**config.mk**
```make
export PLATFORM = sky130hd
export DESIGN_NAME = inst_fetch_unit
export DESIGN_NICKNAME = d
export VERILOG_FILES = /design/src/rtl/inst_fetch_unit.sv
export SDC_FILE = /design/constraint.sdc
export NUM_CORES = 1
export LEC_CHECK = 0
export CAP_MARGIN = 20
export CORE_UTILIZATION = 41
export DETAILED_ROUTE_END_ITERATION = 16
export GPL_TIMING_DRIVEN = 0
export HOLD_SLACK_MARGIN = 0.02
export PLACE_DENSITY = 0.85
export SYNTH_ARGS = -nofsm -noshare
export SYNTH_HDL_FRONTEND = slang
export SYNTH_SLANG_ARGS = --single-unit
export TNS_END_PERCENT = 20
```
**constraint.sdc**
```tcl
create_clock -name clk -period 6.8 [get_ports clk]
set_input_delay 1.36 -clock clk [delete_from_list [all_inputs] [get_ports clk]]
set_output_delay 1.36 -clock clk [all_outputs]
set_load 0.03 [all_outputs]
```
**src/rtl/inst_fetch_unit.sv**
```systemverilog
// rtl/inst_fetch_unit.sv - instruction fetch: one sram-like read per PC, flush-safe, returns inst to IF/ID
// Optional fetch-wait performance counter enabled by defining INST_FETCH_PERF_EN.
module inst_fetch_unit #(
    parameter int                ADDR_W   = 32,
    parameter int                DATA_W   = 32,
    parameter logic [DATA_W-1:0] NOP_INST = '0
) (
    input  logic              clk,
    input  logic              rst,
`ifdef INST_FETCH_PERF_EN
    output logic [31:0]       fetch_wait_cnt_o,
`endif
    input  logic [ADDR_W-1:0] pc_i,
    input  logic [31:0]       pc_excep_i,
    input  logic              flush_i,
    input  logic              pipe_stall_i,
    output logic              inst_req_o,
    output logic [ADDR_W-1:0] inst_addr_o,
    input  logic              inst_addr_ok_i,
    input  logic              inst_data_ok_i,
    input  logic [DATA_W-1:0] inst_rdata_i,
    output logic              inst_stall_o,
    output logic              inst_valid_o,
    output logic [DATA_W-1:0] inst_o,
    output logic [ADDR_W-1:0] inst_pc_o,
    output logic [31:0]       excep_type_o
);

    typedef enum logic [1:0] {
        ST_REQ     = 2'd0,
        ST_WAIT    = 2'd1,
        ST_DONE    = 2'd2,
        ST_DISCARD = 2'd3
    } state_t;

    state_t            state_q, state_d;
    logic [DATA_W-1:0] inst_q, inst_d;
    logic [ADDR_W-1:0] pc_q, pc_d;
    logic [31:0]       excep_q, excep_d;

    always_ff @(posedge clk or posedge rst) begin
        if (rst) begin
            state_q <= ST_REQ;
            inst_q  <= '0;
            pc_q    <= '0;
            excep_q <= '0;
        end else begin
            state_q <= state_d;
            inst_q  <= inst_d;
            pc_q    <= pc_d;
            excep_q <= excep_d;
        end
    end

    always_comb begin
        state_d = state_q;
        inst_d  = inst_q;
        pc_d    = pc_q;
        excep_d = excep_q;
        case (state_q)
            ST_REQ: begin
                // A flush wins: the PC is about to jump, so nothing is issued this cycle.
                if (flush_i) begin
                    state_d = ST_REQ;
                end else if (pc_excep_i[31]) begin
                    state_d = ST_DONE;
                    inst_d  = NOP_INST;
                    pc_d    = pc_i;
                    excep_d = pc_excep_i;
                end else if (inst_addr_ok_i) begin
                    state_d = ST_WAIT;
                    pc_d    = pc_i;
                    excep_d = pc_excep_i;
                end
            end
            ST_WAIT: begin
                if (inst_data_ok_i) begin
                    if (flush_i) begin
                        state_d = ST_REQ;
                    end else begin
                        state_d = ST_DONE;
                        inst_d  = inst_rdata_i;
                    end
                end else if (flush_i) begin
                    state_d = ST_DISCARD;
                end
            end
            ST_DISCARD: begin
                // The read is still in flight on the bus; drain it before issuing again.
                if (inst_data_ok_i) begin
                    state_d = ST_REQ;
                end
            end
            ST_DONE: begin
                if (flush_i || !pipe_stall_i) begin
                    state_d = ST_REQ;
                end
            end
            default: state_d = ST_REQ;
        endcase
    end

    assign inst_req_o   = !rst && (state_q == ST_REQ) && !pc_excep_i[31] && !flush_i;
    assign inst_addr_o  = pc_i;
    assign inst_stall_o = (state_q != ST_DONE);
    assign inst_valid_o = (state_q == ST_DONE);
    assign inst_o       = inst_q;
    assign inst_pc_o    = pc_q;
    assign excep_type_o = excep_q;

`ifdef INST_FETCH_PERF_EN
    logic [31:0] fetch_wait_cnt_q, fetch_wait_cnt_d;

    always_comb begin
        fetch_wait_cnt_d = fetch_wait_cnt_q;
        if (state_q != ST_DONE) begin
            fetch_wait_cnt_d = fetch_wait_cnt_q + 32'd1;
        end
    end

    always_ff @(posedge clk or posedge rst) begin
        if (rst) begin
            fetch_wait_cnt_q <= '0;
        end else begin
            fetch_wait_cnt_q <= fetch_wait_cnt_d;
        end
    end

    assign fetch_wait_cnt_o = fetch_wait_cnt_q;
`endif

endmodule

```
# Word-level counts from Yosys, hierarchy flattened
# Cells that the tools add are included.
dict set report word_totals {
  ff_bits 98
  in_bits 102
}
dict set report op_classes {
  eq_ne 12
  n_mux 18
  bitwise_logic 1
  n_reduce_logical 14
}
# operator n
set ops {}
lappend ops {{$mux W32} 8}
lappend ops {{$pmux W32 S2} 1}
lappend ops {{$mux W2} 8}
lappend ops {{$ne A2 B2 Y1 const B} 6}
lappend ops {{$pmux W2 S4} 1}
lappend ops {{$reduce_and A5 Y1} 1}
lappend ops {{$eq A2 B2 Y1 const B} 2}
lappend ops {{$logic_not A1 Y1} 4}
lappend ops {{$ne A4 B4 Y1 const B} 1}
lappend ops {{$reduce_and A4 Y1} 1}
lappend ops {{$reduce_bool A2 Y1} 2}
lappend ops {{$logic_and A1 B1 Y1} 3}
lappend ops {{$ne A3 B3 Y1 const B} 1}
lappend ops {{$reduce_and A3 Y1} 1}
lappend ops {{$eq A2 B1 Y1 const B} 1}
lappend ops {{$logic_not A2 Y1} 1}
lappend ops {{$ne A2 B1 Y1 const B} 1}
lappend ops {{$logic_or A1 B1 Y1} 1}
lappend ops {{$not A1 Y1} 1}

# Depth between registers and ports, before layout
# Gate-level depths: netlist (run 1).
dict set report depth {
  depth_word 4
  mapped_depth 6
}

# Least setup slack after synthesis (run 1)
# Ideal clock, no wire load.
dict set report synth_path {
  path_kind {in2out}
  start {input flush_i}
  end {output inst_req_o}
  arrival_ns 2.385
  required_time_ns 5.440
  setup_slack_ns 3.055
  stages 2
  path_cell_list {or3_4 > nor3_1}
}
dict set report synth_via {
  elab_chain_len 2
}
# element line_no
set synth_rtl {}
lappend synth_rtl {{start: declaration} 15} ;# input logic flush_i,
lappend synth_rtl {{$logic_not A1 Y1} 103} ;# assign inst_req_o = !rst && (state_q == ST_REQ) && !pc_excep_i[31] && !flush_i;
lappend synth_rtl {{$logic_and A1 B1 Y1} 103}
lappend synth_rtl {{end: declaration} 17} ;# output logic inst_req_o,
# No other way between the ends.

# Worst setup path in the final report (run 1)
# Ends and elaborated chain as after synthesis.

==> key figures, run 1 <==
STA
  • Slew @ Worst Pin: 0.5958 ns
  • Setup WS post-layout: 2.280 ns
  • RSZ-0062 raised after global routing: no
  • Slew HR: 59.97%
  • Final period util: 66.47%
  • Max frequency: 0.2212 GHz
  • Final setup TNS: 0 ns
  • Worst hold slack: 0.4704 ns
  • Final slew viol count: 0
  • Final min period: 4.520 ns
  • Fin. Hold Viols: 0
  • Skew final: 0.003501 ns
  • Final Setup Violations: 0

Die
  • Die Width: 101.8 um
  • Core Area: 0.009729 mm^2
  • Die area: 0.01035 mm^2
  • Boundary Pins: 233
  • Starting Density: 41.94%
  • Die H: 101.8 um
  • Std cell rows: 36

Synthesis
  • Post-Syn Instances: 333
  • Syn_nets: 435
  • Main synth FF type: dfrtp_1
  • Synth Area in Compound Gates: 1.656%
  • Mapped cell area: 0.004080 mm^2
  • Ys async rst share: 100.0%
  • Netlist cell types: 23
  • XOR/XNOR Fraction of Synth Area: 0%
  • Top post-synthesis cells by area: dfrtp_1, mux2_2, buf_4
  • Post-synth EDFFs: 0
  • Yosys warnings: 0
  • Post-Synth Simple-Gate Area: 11.10%
  • Multiplexer area fraction after synthesis: 17.91%
  • Post-synthesis sequential area ratio: 60.10%
  • Synth Register Bits: 98
  • Share of the synthesized area in the top cell type: 60.10%
  • Mean Syn Cell Area: 12.25 um^2
  • Post-synthesis adder-cell area fraction: 0%
  • Combinational family with the most area after synthesis: multiplexers
  • Largest area contributor in the netlist: dfrtp_1

Clock network
  • Clock latency at the later pin of the worst-skew pair: 0.35 ns
  • H-tree depth: 3
  • Root buffer cell: clkbuf_8
  • Max clock buf depth: 2
  • Reg clk slew, reported paths: 0.08 ns
  • Hold buffers post-CTS: 0
  • Setup Buffers After CTS: 0
  • Post-CTS Resized: 0
  • Clock buffer count from CTS: 9
  • TritonCTS clock tree: done
  • CTS Sinks: 98

Global route
  • Gr ovfl total: 0
  • Overall Global Routing Usage: 20.16%
  • Vias in the first global route: 3312
  • Largest net degree at the start of global routing: 53
  • Initial antenna violation count: 0
  • First-pass GRT wire length: 15900 um

Critical path
  • Critical R2R Launch: state_q[1]
  • Reg2Reg Capture Point: excep_type_o[1]
  • Worst-case reg-to-reg path depth: 5
  • Critical path capture point: inst_req_o
  • Worst Setup SP: flush_i
  • Worst Path Required: 5.44 ns
  • CP max FO: 7
  • Reg-to-reg slack, setup: 4.76 ns
  • Endpoint class of the critical path: primary output
  • Startpoint Class: input port
  • Arrival @ worst endpoint: 3.16 ns
  • Setup CP Type: in -> out

Pwr
  • Combinational power share: 54.8%
  • Clock network power share: 13.2%
  • Pwr Total: 3.086 mW
  • Switching Fraction: 40.82%
  • Psw: 1.260 mW
  • Peak VDD IR: 207.1 uV
  • Internal power: 1.827 mW
  • Pleak: 3.007 nW
  • Flop pwr share: 32.0%
  • PD cells: 452.8 mW/mm^2

Drt
  • Pre-antenna DRT Iters: 4
  • WL/cell: 14.77 um
  • Total number of vias: 3300
  • Initial drt markers: 65
  • ANT nets after route: 0
  • Via density: 4.622
  • Total wire length: 10550 um
  • Drt drc: 0

Finish
  • Fin nets: 679
  • Synthesis-to-finish area growth: 67.03%
  • Layout cell share with drive strength beyond 1: 20.31%
  • Post-route cell area: 0.006815 mm^2
  • ANT cells: 0

Placement
  • Post-place setup slack: 2.265 ns
  • Dpl cell area: 0.006599 mm^2
  • GP Congestion: 0.7637
  • HPWL Detailed: 8332 um
  • I/O Buffers: 232

Worst hold path
  • Hold WC Path Type: reg -> reg

Job
  • Max cap viols: 0

Outcome
  • Status: completed
==> worst min-delay path by stage <==
stage	to	start	cells past startpoint
final	inst_o[23]	inst_o[23]	2
after global routing	inst_pc_o[29]	inst_pc_o[29]	1
after CTS	inst_o[19]	inst_o[19]	2
after detailed placement	inst_o[23]	inst_o[23]	2
after global placement	inst_o[16]	inst_o[16]	2
after floorplan	state_q[0]	state_q[0]	1
==> power groups by stage <==
stage	Clock (mW)	Combinational, mW	Sequential (mW)
global route	0.440	1.78	1.02
detailed placement	0	1.70	1.00
floorplan	0	0.427	1.52
global placement	0	1.67	0.986
CTS	0.418	1.71	0.991
finish	0.407	1.69	0.988
==> layout by cell type, fill, tap and decap left out, drive strengths merged <==
cell,netlist,final
nand3,32,32
o21ai,2,2
mux2,64,64
a211oi,1,1
clkbuf,11,21
a311o,1,1
nand2b,1,1
mux2i,1,1
nor3,3,3
inv,6,6
nor2,2,2
buf,39,40
or3,2,2
nand2,64,64
o41ai,1,1
bufinv,0,2
a21oi,4,4
clkinv,0,3
clkdlybuf4s50,0,232
dfrtp,98,98
nor2b,1,1
==> through the flow <==
stage	util, %	cells
2_1_floorplan	-	333
3_3_place_gp	67.52	698
3_5_place_dp	67.82	699
4_1_cts	70.05	714
5_1_grt	70.05	714
6_report	70.05	714
==> Yosys cell counts, types with 2 or more instances <==
library cell,count
clkbuf_1,11
a21oi_1,3
nand3_1,32
buf_6,6
o21ai_0,2
nor2_1,2
dfrtp_1,98
nor3_1,3
nand2_1,64
mux2_1,4
buf_4,32
mux2_2,60
inv_1,6
==> routing by layer <==
metal	share of wire [%]	GRT usage (%)
met1	38	22.30
met2	52	36.59
met3	8.8	5.314
met4	2.0	8.250
met5	0	0
==> worst max-delay path, cell delays in order <==
cell,delay [ns]
clkdlybuf4s50_1,0.52
or3_4,0.41
nor3_1,0.14
clkdlybuf4s50_1,0.72
==> registers in the layout, summed over array words and instances, names as in the netlist <==
| register | cells |
|---|---|
| excep_type_o | 32 |
| inst_o | 32 |
| inst_pc_o | 32 |
| state_q | 2 |
==> final cells by class <==
cell class | instances | area [um^2]
buffer | 50 | 354.1
clock buffer | 10 | 137.6
clock inverter | 5 | 78.83
fill | 709 | 2914
inverter | 6 | 25.02
multi-input combinational | 179 | 1251
sequential | 98 | 2452
tap | 133 | 166.4
timing repair buffer | 233 | 2350
==> cell families after synthesis <==
group                  Yosys count
AOI/OAI and AO/OA                9
and+or+nand+nor                105
DFF                             98
buffers and inverters           56
muxes                           65
(Power assumes the default switching activity.)
==> run 2: changes to the inputs <==
--- a/config.mk
+++ b/config.mk
@@ -6,11 +6,11 @@
 export NUM_CORES = 1
 export LEC_CHECK = 0
 export CAP_MARGIN = 20
-export CORE_UTILIZATION = 41
+export CORE_UTILIZATION = 35
 export DETAILED_ROUTE_END_ITERATION = 16
 export GPL_TIMING_DRIVEN = 0
 export HOLD_SLACK_MARGIN = 0.02
-export PLACE_DENSITY = 0.85
+export PLACE_DENSITY = 0.78
 export SYNTH_ARGS = -nofsm -noshare
 export SYNTH_HDL_FRONTEND = slang
 export SYNTH_SLANG_ARGS = --single-unit
==> constraint.sdc (replaced) <==
create_clock -name clk -period 3.76 [get_ports clk]
set_input_delay 0.752 -clock clk [delete_from_list [all_inputs] [get_ports clk]]
set_output_delay 0.752 -clock clk [all_outputs]
set_load 0.03 [all_outputs]
==> run 2 against run 1 <==
Effect of this change:
- non-clock buffer count is the same
- combinational power grew 80%
- sequential power rose by 81%
- total power grew 87%
- core utilization shrank 9.3 points
- die area grew 17%
- worst setup slack got worse by 1.8 ns
- sequential cell count did not move
- sequential share of layout area decreased by 0.50 points
- critical path type unchanged
- highest routed layer unchanged
==> key figures, run 2 (same netlist as run 1, synthesis figures left out) <==
Finish
  • Most common cell after layout, fill and taps aside: clkdlybuf4s50_1 (unchanged)
  • Layout cell share with drive strength beyond 1: 19.93% (was 20.31%)
  • Fin nets: 679 (unchanged)
  • ANT cells: 0 (unchanged)
  • Synthesis-to-finish area growth: 69.37% (was 67.03%)
  • Most frequent cells in the layout: clkdlybuf4s50_1, dfrtp_1, nand2_1 (unchanged)

Die
  • Core Area: 0.01137 mm^2 (was 0.009729 mm^2)
  • Starting Density: 35.89% (was 41.94%)
  • Boundary Pins: 233 (unchanged)
  • Std cell rows: 39 (was 36)
  • Die H: 110.0 um (was 101.8 um)
  • Die area: 0.01209 mm^2 (was 0.01035 mm^2)
  • Die Width: 110.0 um (was 101.8 um)

STA
  • Slew HR: 59.83% (was 59.97%)
  • Skew final: 0.005388 ns (was 0.003501 ns)
  • Slew @ Worst Pin: 0.6025 ns (was 0.5958 ns)
  • Fin. Hold Viols: 0 (unchanged)
  • Final period util: 87.78%
  • Final min period: 3.301 ns
  • Final slew viol count: 0 (unchanged)
  • RSZ-0062 raised after global routing: no (unchanged)
  • Final setup TNS: 0 ns (unchanged)
  • Max frequency: 0.3030 GHz
  • Setup WS post-layout: 0.4593 ns (was 2.280 ns)
  • Final Setup Violations: 0 (unchanged)

Drt
  • ANT nets after route: 0 (unchanged)
  • Total wire length: 10780 um (was 10550 um)
  • WL/cell: 14.87 um (was 14.77 um)
  • Drt drc: 0 (unchanged)
  • Total number of vias: 3329 (was 3300)
  • Pre-antenna DRT Iters: 4 (unchanged)
  • Via density: 4.592 (was 4.622)
  • Initial drt markers: 76 (was 65)

Clock network
  • Reg clk slew, reported paths: 0.06 ns (was 0.08 ns)
  • TritonCTS clock tree: done (unchanged)
  • CTS Sinks: 98 (unchanged)
  • Max clock buf depth: 2 (unchanged)
  • Clock buffer count from CTS: 9 (unchanged)
  • Hold buffers post-CTS: 0 (unchanged)
  • H-tree depth: 3 (unchanged)
  • Clock latency at the later pin of the worst-skew pair: 0.34 ns (was 0.35 ns)
  • Root buffer cell: clkbuf_16 (was clkbuf_8)
  • Post-CTS Resized: 0 (unchanged)
  • Setup Buffers After CTS: 0 (unchanged)

Placement
  • HPWL Detailed: 8366 um (was 8332 um)
  • I/O Buffers: 232 (unchanged)
  • Post-place setup slack: 0.4731 ns (was 2.265 ns)
  • GP Congestion: 0.7009 (was 0.7637)

Global route
  • Overall Global Routing Usage: 17.51% (was 20.16%)
  • Largest net degree at the start of global routing: 53 (unchanged)
  • Gr ovfl total: 0 (unchanged)
  • First-pass GRT wire length: 15920 um (was 15900 um)
  • Initial antenna violation count: 0 (unchanged)
  • Vias in the first global route: 3261 (was 3312)

Critical path
  • Startpoint Class: input port (unchanged)
  • Worst Path Required: 3.01 ns (was 5.44 ns)
  • Endpoint class of the critical path: primary output (unchanged)
  • CP max FO: 7 (unchanged)
  • Reg-to-reg slack, setup: 1.74 ns (was 4.76 ns)
  • Setup CP Type: in -> out (unchanged)
  • Arrival @ worst endpoint: 2.55 ns (was 3.16 ns)

Pwr
  • PD cells: 835.0 mW/mm^2 (was 452.8 mW/mm^2)
  • Pleak: 3.041 nW (was 3.007 nW)
  • Peak VDD IR: 590.7 uV (was 207.1 uV)
  • Pwr Total: 5.770 mW (was 3.086 mW)

Worst hold path
  • Hold WC Path Type: reg -> reg (unchanged)

Outcome
  • Status: completed (unchanged)

Job
  • Max cap viols: 0 (unchanged)
-- run 2: changes by cell type in the layout (fill, tap and decap cells not counted), sizes merged --
cell,delta
clkbuf,+4
clkinv,-2
bufinv,-1
-- run 2: path summary, 6_finish.rpt --
| check | from | endpoint | depth (start not counted) |
|---|---|---|---|
| hold / removal | inst_o[19] | inst_o[19] | 2 |
| setup / recovery | flush_i | inst_req_o | 4 |
| setup reg to reg | state_q[1] | inst_pc_o[29] | 5 |
| min in group asynchronous | rst | inst_o[4] | 2 |
| max in group asynchronous | rst | inst_pc_o[17] | 3 |
| hold reg to reg | inst_o[19] | inst_o[19] | 2 |
-- run 2: final cells by class --
cell class	instances	area [um^2]
plain buffers	50	354.1
fillers	923	4459
flip-flops and latches	98	2452
multi-input cells	179	1251
well taps	143	178.9
clock buffers	14	264.0
repair buffers	233	2350
inverters	6	25.02
clock inverters	2	35.03
-- run 2: worst max-delay path, stage by stage --
cell and delay [ns]:
clkdlybuf4s50_1 0.52, or3_4 0.41, nor3_1 0.15, clkdlybuf4s50_1 0.72
-- run 2: metrics by stage --
stage	instance area (um^2)	hold slack, ns	instances	util, %
6_report	6910	0.4636	725	60.78
5_1_grt	6910	0.4929	725	60.78
4_1_cts	6910	0.4689	725	60.78
3_5_place_dp	6611	0.4546	709	58.15
3_3_place_gp	6581	0.4498	708	57.88
2_1_floorplan	4080	0.5509	333	-
-- run 2: metal layers --
metal | track usage [%] | vias to the layer above | wire length [um]
met5 | 0 | - | 0
met4 | 7.619 | 0 | 199
met3 | 5.761 | 14 | 1109
met2 | 30.58 | 146 | 5472
met1 | 19.41 | 1595 | 4000
li1 | - | 1574 | -
-- run 2: where the power goes --
group	switching, mW	internal (mW)
clock	0.380	0.552
combinational	1.67	1.38
sequential	0.250	1.54
